$ cat config.mk
export PLATFORM = sky130hd
export DESIGN_NAME = stream_demux
export DESIGN_NICKNAME = d
export VERILOG_FILES = /design/src/rtl/stream_demux_pkg.sv /design/src/rtl/demux_slot.sv /design/src/rtl/stream_demux.sv
export SDC_FILE = /design/constraint.sdc
export NUM_CORES = 1
export LEC_CHECK = 0
export BUFFER_PORTS_ARGS = -buffer_cell sky130_fd_sc_hd__buf_2
export CORE_MARGIN = 3
export CORE_UTILIZATION = 30
export DETAILED_ROUTE_END_ITERATION = 12
export PLACE_DENSITY = 0.64
export SLEW_MARGIN = 20
export SYNTH_ARGS = -nofsm -noshare
export SYNTH_HDL_FRONTEND = slang
export SYNTH_SLANG_ARGS = --single-unit
$ cat constraint.sdc
create_clock -name CLK -period 5.41 [get_ports CLK]
set_input_delay 0.541 -clock CLK [delete_from_list [all_inputs] [get_ports CLK]]
set_output_delay 0.541 -clock CLK [all_outputs]
set_load 0.1 [all_outputs]
$ cat src/rtl/stream_demux_pkg.sv
// Shared types and default sizing for the stream_demux block.
package stream_demux_pkg;

    // Occupancy of a single output slot
    typedef enum logic {
        EMPTY = 1'b0,
        FULL  = 1'b1
    } slot_state_e;

    localparam int unsigned DEFAULT_WIDTH    = 32;
    localparam int unsigned DEFAULT_CHANNELS = 4;
    localparam int unsigned DEFAULT_CNT_W    = 16;

endpackage

$ cat src/rtl/demux_slot.sv
// One-entry register slice holding a single word for one output channel.
// The parent only asserts WR_EN when the slot is empty or being drained this cycle.
module demux_slot
    import stream_demux_pkg::*;
#(
    parameter int unsigned WIDTH = DEFAULT_WIDTH
) (
    input  logic             CLK,
    input  logic             RST,
    input  logic             WR_EN,
    input  logic [WIDTH-1:0] DIN,
    output logic [WIDTH-1:0] DOUT,
    output logic             VALID,
    input  logic             READY
);

    slot_state_e state;

    // Slot state and data: a write always wins over a drain, so drain+write stays FULL
    always_ff @(posedge CLK or posedge RST) begin
        if (RST) begin
            state <= EMPTY;
            DOUT  <= '0;
        end else if (WR_EN) begin
            state <= FULL;
            DOUT  <= DIN;
        end else if (state == FULL && READY) begin
            state <= EMPTY;
        end
    end

    assign VALID = (state == FULL);

endmodule

$ cat src/rtl/stream_demux.sv
// Registered 1-to-CHANNELS stream demultiplexer with per-channel valid/ready.
// Selects that name a nonexistent channel are accepted, dropped and counted.
// Optional feature: define STREAM_DEMUX_BCAST_EN to add the BCAST input, which
// writes the word to every channel at once when all slots can take it.
module stream_demux
    import stream_demux_pkg::*;
#(
    parameter int unsigned  WIDTH    = DEFAULT_WIDTH,
    parameter int unsigned  CHANNELS = DEFAULT_CHANNELS,
    parameter int unsigned  CNT_W    = DEFAULT_CNT_W,
    localparam int unsigned SEL_W    = $clog2(CHANNELS)
) (
    input  logic                      CLK,
    input  logic                      RST,
`ifdef STREAM_DEMUX_BCAST_EN
    input  logic                      BCAST,
`endif
    input  logic [SEL_W-1:0]          SELECT,
    input  logic [WIDTH-1:0]          DATA_IN,
    input  logic                      VALID_IN,
    output logic                      READY_OUT,
    output logic [CHANNELS*WIDTH-1:0] DATA_OUT,
    output logic [CHANNELS-1:0]       VALID_OUT,
    input  logic [CHANNELS-1:0]       READY_IN,
    output logic                      ERR_SEL,
    output logic [CNT_W-1:0]          DROP_CNT
);

    logic                sel_invalid;
    logic [CHANNELS-1:0] sel_onehot;
    logic [CHANNELS-1:0] slot_free;
    logic [CHANNELS-1:0] wr_en;
    logic                uni_ready;
    logic                accept;
    logic                drop;

    // Widened compare keeps this meaningful (and constant-false) for power-of-2 counts
    assign sel_invalid = (32'(SELECT) >= CHANNELS);
    assign slot_free   = ~VALID_OUT | READY_IN;

    // Decode SELECT to a one-hot channel mask; empty for invalid selects
    always_comb begin
        sel_onehot = '0;
        if (!sel_invalid) begin
            sel_onehot[SELECT] = 1'b1;
        end
    end

    assign uni_ready = sel_invalid || |(sel_onehot & slot_free);

`ifdef STREAM_DEMUX_BCAST_EN
    assign READY_OUT = BCAST ? (&slot_free) : uni_ready;
    assign accept    = VALID_IN && READY_OUT;
    assign wr_en     = !accept ? '0 : (BCAST ? '1 : sel_onehot);
    assign drop      = accept && !BCAST && sel_invalid;
`else
    assign READY_OUT = uni_ready;
    assign accept    = VALID_IN && READY_OUT;
    assign wr_en     = accept ? sel_onehot : '0;
    assign drop      = accept && sel_invalid;
`endif

    for (genvar c = 0; c < CHANNELS; c++) begin : g_slot
        demux_slot #(
            .WIDTH (WIDTH)
        ) u_slot (
            .CLK   (CLK),
            .RST   (RST),
            .WR_EN (wr_en[c]),
            .DIN   (DATA_IN),
            .DOUT  (DATA_OUT[c*WIDTH +: WIDTH]),
            .VALID (VALID_OUT[c]),
            .READY (READY_IN[c])
        );
    end

    // Drop accounting: one-cycle error pulse and a saturating drop counter
    always_ff @(posedge CLK or posedge RST) begin
        if (RST) begin
            ERR_SEL  <= 1'b0;
            DROP_CNT <= '0;
        end else begin
            ERR_SEL <= drop;
            if (drop && DROP_CNT != '1) begin
                DROP_CNT <= DROP_CNT + 1'b1;
            end
        end
    end

endmodule
==> results.json, run 1 <==
{
  "grtUsageTotal_pct": 12.9,
  "clk_pin_slew_ns": 0.06,
  "grt_max_degree": 80,
  "cts-resized-gates": 0,
  "min_period_ns": 2.17,
  "setup_tns_ns": 0,
  "cp-end-kind": "output port",
  "mappedNetlistArea_sq_um": 5140,
  "die_area_sq_um": 18700,
  "critPathTopFamily": "multiplexers",
  "worstPathCellList": "nand2b_1, mux4_2, buf_2",
  "n_antenna_cell": 0,
  "dieHeight_um": 137,
  "rsz0062_at_grt": "false",
  "routed-wl-met2_um": 5580,
  "cts-root-buf": "clkbuf_16",
  "first_iter_violations": 80,
  "critPathBufInv": 1,
  "maxCapViolCount": 0,
  "cts_buffers": 17,
  "start_kind": "register",
  "cp_max_fo": 3,
  "slew_violations": 0,
  "cts_sinks": 132,
  "grt_antenna_before_repair": 0,
  "first_pass_iters": 4,
  "core_area_sq_um": 16600,
  "clkLatencyLatePin_ns": 0.41,
  "synthArstFlopShare_pct": 100,
  "avgSynthCellArea_sq_um": 16.4,
  "status": "completed",
  "cpPeakStageDelay_ns": 0.46,
  "routedLengthMet1_um": 4970,
  "r2r_cells": 3,
  "synthCells": 314,
  "holdBufCountCts": 0,
  "nets": 531,
  "mostFrequentLayoutCell": "buf_2",
  "critPathArrivalTime_ns": 1.63,
  "clockBufferDepth": 2,
  "grt_pass1_vias": 3344,
  "synth-seq-area-share_pct": 64.3,
  "worst_pin_slew_ns": 1.06,
  "fin_worst_skew_ns": 0.00439,
  "cp.required_ns": 4.87,
  "areaGrowthSynthToFinish_pct": 32.1,
  "yosys_register_bits": 132,
  "period_share_pct": 40.1,
  "regArea_sq_um": 3300,
  "ys_types": 18,
  "dieWidth_um": 137,
  "fillers": 1545,
  "synth-main-ff-cell": "dfrtp_1",
  "hp-class": "in2async",
  "synth_edf_count": 0,
  "antenna_left": 0,
  "layout_common_cells": "173 x buf_2, 132 x dfrtp_1, 124 x mux2_2, 17 x conb_1, 17 x clkbuf_16",
  "dr_wl_met3_um": 1170,
  "grt_pass1_wl_um": 18300,
  "fmax_ghz": 0.461,
  "num_vias": 3205,
  "port_buffers": 173,
  "cts_setup_buffers": 0,
  "path_depth": 3,
  "max_slew_margin_pct": 29.0,
  "ioPinCount": 191,
  "path_class": "reg2out",
  "rows": 47,
  "wl_um": 11900,
  "hpwlAfterDp_um": 8360,
  "gp_congestion": 0.773,
  "setup_viol": 0,
  "htree_levels": 4,
  "hold_viol_final": 0,
  "drcViolationCount": 0,
  "cts_tree": "done",
  "yosys_warnings": 0,
  "drive_gt1_share_pct": 66.8,
  "crit_slowest_cell": "mux4_2",
  "detail_route.wl_per_cell_um": 16.5,
  "highest_layer": "met4",
  "multi_input_area_sq_um": 1640,
  "grt_overflow": 0,
  "initial_core_util_pct": 30.9,
  "vias_per_cell": 4.43
}
## logic make-up after synthesis
| logic type | Yosys count | share of synthesized area, % |
|---|---|---|
| DFF | 132 | 64.3 |
| other | 1 | 0.0730 |
| buffers and inverters | 36 | 5.24 |
| AOI/OAI and AO/OA | 1 | 0.0973 |
| and+or+nand+nor | 15 | 1.78 |
| muxes | 129 | 28.5 |
## final cells by class
type / count / share of cell area, %
clock buffer: 23 / 7.19
sequential: 132 / 48.7
multi-input combinational: 162 / 24.2
timing repair buffer: 176 / 13.3
tap: 220 / 4.06
clock inverter: 9 / 2.54
inverter: 1 / 0.0922
## metrics by stage
stage	std cells	utilization [%]	cell area (sq um)	hold slack, ns	setup WS [ns]
after floorplan	330	-	5200	0.474	1.34
after global placement	690	36.7	6100	0.463	2.99
after detailed placement	691	36.8	6120	0.476	2.91
after CTS	723	40.8	6790	0.363	3.22
after global routing	723	40.8	6790	0.385	3.16
final	723	40.8	6790	0.317	3.24
## synthesized netlist by cell type (all sizes together) (2+ instances only)
| master | count | share of area (%) |
|---|---|---|
| nor2b | 2 | 0.24 |
| nand2 | 5 | 0.37 |
| dfrtp | 132 | 64 |
| buf | 34 | 5.1 |
| mux2 | 128 | 28 |
| nand2b | 4 | 0.49 |
## per-layer routing
| metal | vias to the layer above | global-route usage [%] |
|---|---|---|
| li1 | 1413 | - |
| met1 | 1625 | 15.8 |
| met2 | 147 | 20.0 |
| met3 | 20 | 6.14 |
| met4 | 0 | 4.71 |
| met5 | - | 0 |
## flip-flops by register name, summed over array words and instances (netlist names)
signal,cells
g_slot.u_slot.DOUT,128
g_slot.u_slot.VALID,4
## final timing paths
path,startpoint,end,slack (ns)
worst min-delay path,RST,g_slot[1].u_slot.DOUT[13],0.32
min in group CLK,DATA_IN[27],g_slot[1].u_slot.DOUT[27],0.39
worst max register to register,g_slot[0].u_slot.VALID,g_slot[0].u_slot.DOUT[13],3.36
worst min register to register,g_slot[1].u_slot.DOUT[27],g_slot[1].u_slot.DOUT[27],0.49
worst max-delay path,g_slot[3].u_slot.VALID,READY_OUT,3.24
max in group asynchronous,RST,g_slot[1].u_slot.VALID,3.82
Power of run 1 is left out: the tool's default activity adds up to more than one toggle a clock period on the data nets, which glitch-free logic cannot reach.
==> run 2: changes to the inputs <==
--- a/config.mk
+++ b/config.mk
@@ -5,11 +5,12 @@
 export SDC_FILE = /design/constraint.sdc
 export NUM_CORES = 1
 export LEC_CHECK = 0
+export ABC_AREA = 1
 export BUFFER_PORTS_ARGS = -buffer_cell sky130_fd_sc_hd__buf_2
 export CORE_MARGIN = 3
 export CORE_UTILIZATION = 30
 export DETAILED_ROUTE_END_ITERATION = 12
-export PLACE_DENSITY = 0.64
+export PLACE_DENSITY = 0.65
 export SLEW_MARGIN = 20
 export SYNTH_ARGS = -nofsm -noshare
 export SYNTH_HDL_FRONTEND = slang
==> constraint.sdc (replaced) <==
create_clock -name CLK -period 1.97 [get_ports CLK]
set_input_delay 0.197 -clock CLK [delete_from_list [all_inputs] [get_ports CLK]]
set_output_delay 0.197 -clock CLK [all_outputs]
set_load 0.1 [all_outputs]
==> results.json, run 2 <==
{
  "grtUsageTotal_pct": 16.8,
  "mappedNetlistArea_sq_um": 5700,
  "cts_buffers": 17,
  "period_share_pct": 93.7,
  "clk_pin_slew_ns": 0.06,
  "first_pass_iters": 5,
  "synth-main-ff-cell": "dfrtp_1",
  "grt_pass1_wl_um": 27200,
  "synth_top_area_share_pct": 58.0,
  "peakVddDrop_mv": 0.702,
  "place_area_sq_um": 6700,
  "setup_tns_ns": 0,
  "avgSynthCellArea_sq_um": 9.13,
  "yosysMostFrequentCell": "nand2_1",
  "synthArstFlopShare_pct": 100,
  "synth_top_area_cell": "dfrtp_1",
  "die_area_sq_um": 20700,
  "final-instance-count-excl-fill": 1021,
  "leakage_nw": 4.07,
  "largest_reg_flops": 128,
  "reg2reg_from": "g_slot[2].u_slot.VALID",
  "nets": 819,
  "drive_gt1_share_pct": 30.0,
  "wl_um": 17000,
  "grt_antenna_before_repair": 0,
  "final_area_sq_um": 7320,
  "synth_edf_count": 0,
  "rows": 49,
  "cts-root-buf": "clkbuf_16",
  "dieWidth_um": 144,
  "synthTopCellsByArea": "dfrtp_1 58%, nand2_1 18%, nand4_1 14%",
  "cts_tree": "done",
  "multi_input_area_sq_um": 1970,
  "cp.required_ns": 1.77,
  "fmax_ghz": 0.542,
  "path_class": "reg2out",
  "setup_ws_ns": 0.125,
  "core_area_sq_um": 18300,
  "ys_types": 15,
  "htree_levels": 4,
  "regMostFlops": "g_slot.u_slot.DOUT",
  "holdBufCountCts": 1,
  "yosys_register_bits": 132,
  "areaGrowthSynthToFinish_pct": 28.6,
  "initial_core_util_pct": 31.1,
  "p_sw_share_pct": 53.0,
  "pre_cts_slack_ns": 0.278,
  "maxCapViolCount": 0,
  "cp-end-kind": "output port",
  "pwr-share-clk_pct": 25.6,
  "layout_common_cells": "271 x nand2_1, 171 x buf_2, 132 x dfrtp_1, 128 x nand4_1",
  "antenna_left": 0,
  "regArea_sq_um": 3300,
  "ioPinCount": 191,
  "slew_violations": 0,
  "clockBufferDepth": 2,
  "fillers": 1836,
  "pwr-share-comb_pct": 46.3,
  "setup_viol": 0,
  "start_kind": "register",
  "startpoint": "g_slot[2].u_slot.VALID",
  "max_slew_margin_pct": 62.9,
  "grt_overflow": 0,
  "first_iter_violations": 251,
  "worst_pin_slew_ns": 0.556,
  "hold_viol_final": 0,
  "grt_max_degree": 76,
  "cts_setup_buffers": 0,
  "synthCells": 624,
  "hpwlAfterDp_um": 11200,
  "internal_power_w": 0.00604,
  "hp-class": "in2reg",
  "status": "completed",
  "dieHeight_um": 144,
  "fin_worst_skew_ns": 0.00771,
  "mostFrequentLayoutCell": "nand2_1",
  "detail_route.wl_per_cell_um": 16.7,
  "min_from": "READY_IN[2]",
  "dp_cells": 987,
  "netlist_top_cells_count": "271 x nand2_1, 132 x dfrtp_1, 128 x nand4_1, 32 x clkbuf_1, 23 x buf_4",
  "min_period_ns": 1.84,
  "p_per_area_nw_per_um2": 1750,
  "cp_max_fo": 56,
  "vias_per_cell": 4.96,
  "num_vias": 5066,
  "gp_congestion": 0.781,
  "synth-seq-area-share_pct": 58.0,
  "port_buffers": 173,
  "critPathArrivalTime_ns": 1.65,
  "rsz0062_at_grt": "false",
  "cts_sinks": 132,
  "grt_pass1_vias": 4863,
  "clkLatencyLatePin_ns": 0.41,
  "switchingPower_w": 0.00679,
  "cts-resized-gates": 0,
  "drcViolationCount": 0,
  "sequentialPowerShare_pct": 28.1,
  "yosys_warnings": 0
}
==> run 2: cell count changes after synthesis, sizes merged, moves of 2 or more <==
cell	previous run	this run
nor2b	2	0
clkbuf	1	32
nand3	1	4
nand4	0	128
nand2	5	272
buf	34	42
nor2	0	3
nand2b	4	0
mux2	128	0
inv	1	10
==> run 2: per-stage QoR <==
| stage | hold WS (ns) | util [%] | power, W |
|---|---|---|---|
| after global placement | 0.281 | 36.5 | 0.00958 |
| after global routing | 0.0640 | 39.9 | 0.0133 |
| after detailed placement | 0.273 | 36.5 | 0.00961 |
| final | 0.0502 | 39.9 | 0.0128 |
| after floorplan | 0.346 | - | 0.00865 |
| after CTS | 0.0406 | 39.9 | 0.0129 |
==> run 2: logic make-up after synthesis <==
| group | synth area share (%) |
|---|---|
| flip-flops | 58.0 |
| other | 0.0658 |
| AND/OR/NAND/NOR | 33.3 |
| buffers and inverters | 8.61 |
==> run 2: worst paths after layout <==
path / to / slack, ns / depth (start not counted)
min reg2reg: g_slot[0].u_slot.DOUT[25] / 0.46 / 2
min in group asynchronous: g_slot[0].u_slot.DOUT[28] / 0.38 / 3
max reg2reg: g_slot[0].u_slot.DOUT[15] / 0.38 / 10
min: g_slot[2].u_slot.VALID / 0.05 / 4
max: READY_OUT / 0.13 / 7
max in group asynchronous: g_slot[3].u_slot.DOUT[10] / 0.90 / 4
==> run 2: metal layers <==
metal	global-route usage, %	routed length (um)
met4	4.61	227
met3	4.83	1300
met1	22.3	7620
met5	0	0
met2	26.9	7900
==> run 2: layout make-up <==
class | instances | area share, %
clock inverters | 12 | 2.12
clock buffers | 20 | 6.24
multi-input cells | 424 | 26.9
diodes | 1 | 0.0342
well taps | 229 | 3.91
repair buffers | 193 | 15.2
inverters | 10 | 0.564
flip-flops and latches | 132 | 45.1
==> run 2: critical path: stages (launching register included) <==
cell and delay, ns:
dfrtp_1 0.38, nand2_1 0.09, nand2_1 0.05, nand2_1 0.07
inv_2 0.05, nand2_4 0.10, buf_12 0.24, buf_12 0.21
==> run 2: power by group through the flow <==
stage          registers, W  clock network (W)  logic, W
2_1_floorplan       0.00770                  0  0.000946
6_report            0.00361            0.00328   0.00594
5_1_grt             0.00367            0.00348   0.00617
3_3_place_gp        0.00365                  0   0.00593
4_1_cts             0.00361            0.00336   0.00597
3_5_place_dp        0.00364                  0   0.00597
Power figures use the tool's default switching activity.
